<file path="config.mk">
export PLATFORM = sky130hd
export DESIGN_NAME = controle_vendas
export DESIGN_NICKNAME = d
export VERILOG_FILES = /design/src/rtl/vendas_pkg.sv /design/src/rtl/temporizador_inatividade.sv /design/src/rtl/controle_vendas.sv
export SDC_FILE = /design/constraint.sdc
export NUM_CORES = 1
export LEC_CHECK = 0
export ABC_AREA = 0
export CAP_MARGIN = 40
export CORE_AREA = 2 2 84 54
export CTS_CLUSTER_DIAMETER = 120
export DETAILED_ROUTE_END_ITERATION = 8
export DIE_AREA = 0 0 86 56
export GPL_TIMING_DRIVEN = 0
export HOLD_SLACK_MARGIN = 0.02
export PLACE_DENSITY = 0.82
export SLEW_MARGIN = 5
export SYNTH_ARGS = -nofsm -noshare
export SYNTH_HDL_FRONTEND = slang
export SYNTH_SLANG_ARGS = --single-unit
</file>
<file path="constraint.sdc">
create_clock -name clk -period 2.6 [get_ports clk]
set_clock_uncertainty 0.05 [all_clocks]
set_input_delay 0.39 -clock clk [delete_from_list [all_inputs] [get_ports clk]]
set_output_delay 0.39 -clock clk [all_outputs]
set_load 0.005 [all_outputs]
</file>
<file path="src/rtl/vendas_pkg.sv">
// Shared types and constants for the vending-machine sequencer.
package vendas_pkg;

  typedef enum logic [2:0] {
    OCIOSO,
    CONSULTA,
    PAGAMENTO,
    DISPENSA,
    DEVOLVE
  } estado_t;

  localparam int         CRED_W         = 4;
  localparam logic [1:0] MOEDA_INVALIDA = 2'd0;

endpackage

</file>
<file path="src/rtl/temporizador_inatividade.sv">
// Idle timer for the payment phase: counts enabled cycles since the last clear and
// saturates at the terminal count instead of wrapping.
module temporizador_inatividade #(
  parameter int TIMEOUT_CIC = 1000
) (
  input  logic clk,
  input  logic rst_n,
  input  logic clear,
  input  logic enable,
  output logic expired
);

  localparam int         W  = $clog2(TIMEOUT_CIC + 1);
  localparam logic [W-1:0] TC = W'(TIMEOUT_CIC - 1);

  logic [W-1:0] contagem;

  always_ff @(posedge clk or negedge rst_n) begin
    if (!rst_n) begin
      contagem <= '0;
    end else if (clear) begin
      contagem <= '0;
    end else if (enable && (contagem != TC)) begin
      contagem <= contagem + W'(1);
    end
  end

  assign expired = (contagem == TC);

endmodule

</file>
<file path="src/rtl/controle_vendas.sv">
// Vending-machine sequencer: selection lookup, coin collection, dispense handshake
// and change/refund payout one unit per cycle.
//
//   state     | meaning
//   OCIOSO    | idle, waiting for a selection
//   CONSULTA  | selector output settling, decide valid / invalid product
//   PAGAMENTO | collecting coins until price is met, cancel or timeout
//   DISPENSA  | dispensa_req held until dispensa_ack
//   DEVOLVE   | one troco_pulso per cycle until troco is paid out
module controle_vendas
  import vendas_pkg::*;
#(
  parameter int MAX_CREDITO = 9,
  parameter int TIMEOUT_CIC = 1000
) (
  input  logic              clk,
  input  logic              rst_n,
  input  logic              botao_sel,
  input  logic [1:0]        linha,
  input  logic [1:0]        coluna,
  input  logic              moeda_valida,
  input  logic [1:0]        moeda,
  input  logic              cancelar,
  output logic [1:0]        sel_linha,
  output logic [1:0]        sel_coluna,
  input  logic [2:0]        sel_valor,
  input  logic [3:0]        sel_codigo,
  input  logic              sel_existe,
  output logic              dispensa_req,
  input  logic              dispensa_ack,
  output logic [3:0]        codigo_disp,
  output logic              troco_pulso,
  output logic              moeda_rej,
  output logic              erro_sel,
  output logic [CRED_W-1:0] credito,
  output logic              ocupado
);

  localparam logic [CRED_W:0] MAX_C = (CRED_W + 1)'(MAX_CREDITO);

  estado_t           estado;
  logic [CRED_W-1:0] preco;
  logic [3:0]        codigo;
  logic [CRED_W-1:0] troco;
  logic [CRED_W:0]   soma;
  logic [CRED_W:0]   diferenca;
  logic [CRED_W-1:0] credito_novo;
  logic [CRED_W-1:0] sobra;
  logic              moeda_aceita;
  logic              expirou;

  always_comb begin
    soma         = {1'b0, credito} + (CRED_W + 1)'(moeda);
    moeda_aceita = (estado == PAGAMENTO) && moeda_valida &&
                   (moeda != MOEDA_INVALIDA) && (soma <= MAX_C);
    credito_novo = moeda_aceita ? soma[CRED_W-1:0] : credito;
    // change is clamped at zero so a short credit can never underflow
    diferenca    = {1'b0, credito} - {1'b0, preco};
    sobra        = (credito >= preco) ? diferenca[CRED_W-1:0] : '0;
  end

  temporizador_inatividade #(
    .TIMEOUT_CIC(TIMEOUT_CIC)
  ) u_temporizador (
    .clk    (clk),
    .rst_n  (rst_n),
    .clear  ((estado != PAGAMENTO) || moeda_aceita),
    .enable (estado == PAGAMENTO),
    .expired(expirou)
  );

  always_ff @(posedge clk or negedge rst_n) begin
    if (!rst_n) begin
      estado     <= OCIOSO;
      sel_linha  <= '0;
      sel_coluna <= '0;
      preco      <= '0;
      codigo     <= '0;
      credito    <= '0;
      troco      <= '0;
      moeda_rej  <= 1'b0;
      erro_sel   <= 1'b0;
    end else begin
      moeda_rej <= moeda_valida && !moeda_aceita;
      erro_sel  <= 1'b0;
      case (estado)
        OCIOSO: begin
          if (botao_sel) begin
            sel_linha  <= linha;
            sel_coluna <= coluna;
            estado     <= CONSULTA;
          end
        end
        CONSULTA: begin
          if (sel_existe) begin
            preco  <= CRED_W'(sel_valor);
            codigo <= sel_codigo;
            estado <= PAGAMENTO;
          end else begin
            erro_sel <= 1'b1;
            estado   <= OCIOSO;
          end
        end
        PAGAMENTO: begin
          credito <= credito_novo;
          if (credito >= preco) begin
            estado <= DISPENSA;
          end else if (cancelar || expirou) begin
            // a coin accepted in the same cycle is part of the refund
            troco   <= credito_novo;
            credito <= '0;
            estado  <= (credito_novo == '0) ? OCIOSO : DEVOLVE;
          end
        end
        DISPENSA: begin
          if (dispensa_ack) begin
            troco   <= sobra;
            credito <= '0;
            estado  <= (sobra == '0) ? OCIOSO : DEVOLVE;
          end
        end
        DEVOLVE: begin
          troco <= troco - CRED_W'(1);
          if (troco <= CRED_W'(1)) begin
            estado <= OCIOSO;
          end
        end
        default: estado <= OCIOSO;
      endcase
    end
  end

  assign ocupado      = (estado != OCIOSO);
  assign dispensa_req = (estado == DISPENSA);
  assign troco_pulso  = (estado == DEVOLVE);
  assign codigo_disp  = codigo;

endmodule

</file>
==> results by group <==
Logic synthesis
  – Post-Syn Nets: 236
  – Yosys warns: 0
  – Synthesized area: 2000 um^2
  – Mapped Cells: 206
  – Post-synth ARST share: 100%
  – Synthesis-stage register bit count: 34
  – Seq/Total Area, Yosys: 42.5%
  – Synth cell types: 49
  – Post-synth EDFFs: 0
  – Dominant synthesized flop cell: dfrtp_1
  – Syn avg cell area: 9.72 um^2

Detailed routing
  – Drc violations: 0
  – Drt pass-1 iters: 5
  – DR WL/cell: 14.5 um
  – Met2 wire len: 1.76 mm
  – Vias per inst: 5.64
  – Top Layer Used: met4
  – Final wirelength: 4.38 mm
  – Routed Antenna Nets: 0
  – Vias: 1708
  – Met3 WL: 349 um
  – WL met1: 2.22 mm
  – Initial DRC count: 138

Clock network
  – Clk_lat worst skew: 0.28 ns
  – Max clock buf depth: 2
  – CTS buffer count: 5
  – Sink Count: 34
  – Post-cts hold buffer count: 0
  – CTS tree: done
  – Root buffer cell: clkbuf_8
  – Worst-path clk slew: 0.06 ns
  – H-tree depth: 2

Worst setup path
  – CP Launch Type: primary input
  – Critical path data required time: 2.71 ns
  – Crit path cell chain: dlygate4sd2_1 > ha_2 > inv_1 > fa_2 > xor2_2 > nand2_2 > a21o_1 > a221o_1 > a21oi_1 > o32ai_1
  – CP peak stage delay: 0.45 ns
  – Worst Path Arrival: 2.64 ns
  – Crit-path leading delay family: compound AO/OA/AOI/OAI gates
  – Worst setup path class: in2reg
  – Buf+Inv Stages, Crit Path: 2
  – CP max FO: 5
  – CP Capture Type: flop
  – Slowest CP cell: fa_2

Floorplan
  – Placement Rows: 18
  – Core box area: 3990 um^2
  – Die height: 56 um
  – Die width: 86 um
  – # IOs: 37
  – Full die area: 4820 um^2
  – Initial Utilization: 50.2%

Timing
  – Final Hold Viols: 0
  – WHS: 0.118 ns
  – Final Setup Violations: 0
  – Setup TNS: 0 ns
  – Worst Tran Pin Value: 0.746 ns
  – Peak Freq: 0.396 GHz
  – Slew headroom: 49.9%
  – Fin crit share: 97.2%
  – Final Slew Violations: 0
  – Min cycle time layout: 2.53 ns

Power
  – Pwr Total: 2.35 mW
  – VDD IR max: 0.000516 V
  – Leakage power: 1.06 nW
  – PD cells: 916 nW/um^2

Cells and area
  – Area growth syn-to-layout: 28.0%
  – Number of diodes: 0
  – Final core utilization: 64.3%
  – Number of nets in the layout: 282
  – Fillers: 336
  – Layout cells sized above 1: 13.4%

Global routing
  – GRT overflow: 0
  – Antenna violations before repair: 0
  – Largest net degree at the start of global routing: 35
  – Global Route Usage Sum: 19.1%
  – Vias in the first global route: 1539
  – First-pass GRT wire length: 7.31 mm

Placement
  – IO Port Bufs: 36
  – GP Congestion: 0.936
  – Final HPWL DP: 3.27 mm

Worst hold path
  – Tightest Hold Check Type: in2async

Status
  – Status: complete, no violations

Flow run
  – Max cap viols: 0
worst reg2reg max path, delay by kind of cell, from the launching register on:
family                   cells  cell delay (ns)
AO/OA/AOI/OAI                4             0.86
adder cells (fa/ha/maj)      2             0.67
flip-flops                   1             0.42
XOR/XNOR                     1             0.22
AND/OR/NAND/NOR              1             0.12
buffers and inverters        1             0.07
layout make-up:
type	count	area [um^2]	share of cell area, %
buffer	3	13.8	0.537
timing repair buffer	39	375	14.6
clock buffer	7	86.3	3.37
inverter	15	56.3	2.20
multi-input combinational	154	1110	43.4
tap	50	62.6	2.44
sequential	34	852	33.3
clock inverter	1	5.00	0.195
where the power goes:
group	leakage [nW]	switching, mW	internal [mW]	total (mW)
clock	0.0482	0.185	0.213	0.398
sequential	0.441	0.127	0.684	0.811
combinational	0.574	0.569	0.569	1.14
total	1.06	0.881	1.47	2.35
routing by layer:
metal / track usage (%) / vias to the layer above
met5: 0 / -
met4: 5.22 / 0
met3: 5.04 / 7
met2: 25.6 / 68
met1: 29.9 / 798
li1: - / 835
final timing paths:
path,slack (ns),end,cells past startpoint,from
max,0.07,troco[0]$_DFFE_PN0P_,10,moeda[0]
min,0.12,moeda_rej$_DFF_PN0_,1,rst_n
max reg2reg,0.07,troco[0]$_DFFE_PN0P_,9,credito[0]$_DFFE_PN0P_
min reg2reg,0.46,sel_linha[1]$_DFFE_PN0P_,1,sel_linha[1]$_DFFE_PN0P_
max in group asynchronous,1.86,credito[0]$_DFFE_PN0P_,1,rst_n
min in group clk,0.46,sel_linha[1]$_DFFE_PN0P_,1,sel_linha[1]$_DFFE_PN0P_
cells by family (layout without fill, tap and decap cells):
family / count (synthesis) / after routing / synth area share [%]
AO/OA/AOI/OAI: 53 / 53 / 19.0
XOR/XNOR: 10 / 10 / 4.37
adder cells (fa/ha/maj): 10 / 10 / 7.00
buffers and inverters: 18 / 65 / 3.50
flip-flops: 34 / 34 / 42.5
multiplexers: 11 / 11 / 6.06
AND/OR/NAND/NOR: 70 / 70 / 17.6
stage by stage:
step	instance area, um^2	cells	worst slack [ns]
2_1_floorplan	2000	206	0.235
3_3_place_gp	2420	292	-0.538
3_5_place_dp	2420	292	-0.595
4_1_cts	2530	302	0.0455
5_1_grt	2560	303	-0.0305
6_report	2560	303	0.0720
repair_timing:
action,in CTS,in global routing
hold endpoints to repair,0,0
resized for setup,4,6
setup endpoints to repair,14,7
pin swaps,1,2
buffers inserted,2,1
cells in the mapped netlist, types with 3 or more instances:
cell / number / area (um^2)
mux2_2: 9 / 101
nand2_1: 15 / 56.3
o21ai_0: 6 / 30.0
nor3_1: 7 / 35.0
nor2_1: 26 / 97.6
nand3_1: 6 / 30.0
o31ai_1: 3 / 22.5
a21oi_1: 9 / 45.0
a211oi_1: 3 / 22.5
o21ai_1: 3 / 15.0
ha_1: 8 / 100
xnor2_1: 4 / 35.0
dfrtp_1: 34 / 851
xor2_1: 6 / 52.6
nand3b_1: 4 / 30.0
o22ai_1: 5 / 31.3
a31oi_1: 3 / 18.8
inv_1: 14 / 52.6
nand2b_1: 3 / 18.8
state kept, by name, indices dropped and copies added, names as in the netlist:
signal / cells
codigo_disp: 4
credito: 4
erro_sel: 1
estado: 3
moeda_rej: 1
preco: 3
sel_coluna: 2
sel_linha: 2
troco: 4
u_temporizador.contagem: 10
cell usage in the layout, fill, tap and decap left out, types with 7 or more instances in the layout:
cell             instances
dfrtp_1                 33
clkdlybuf4s50_1         33
nor2_1                  26
inv_1                   14
nand2_1                 13
a21oi_1                  9
mux2_2                   9
nor3_1                   7
ha_1                     7
Note: power is estimated with default switching activity, not from simulation.
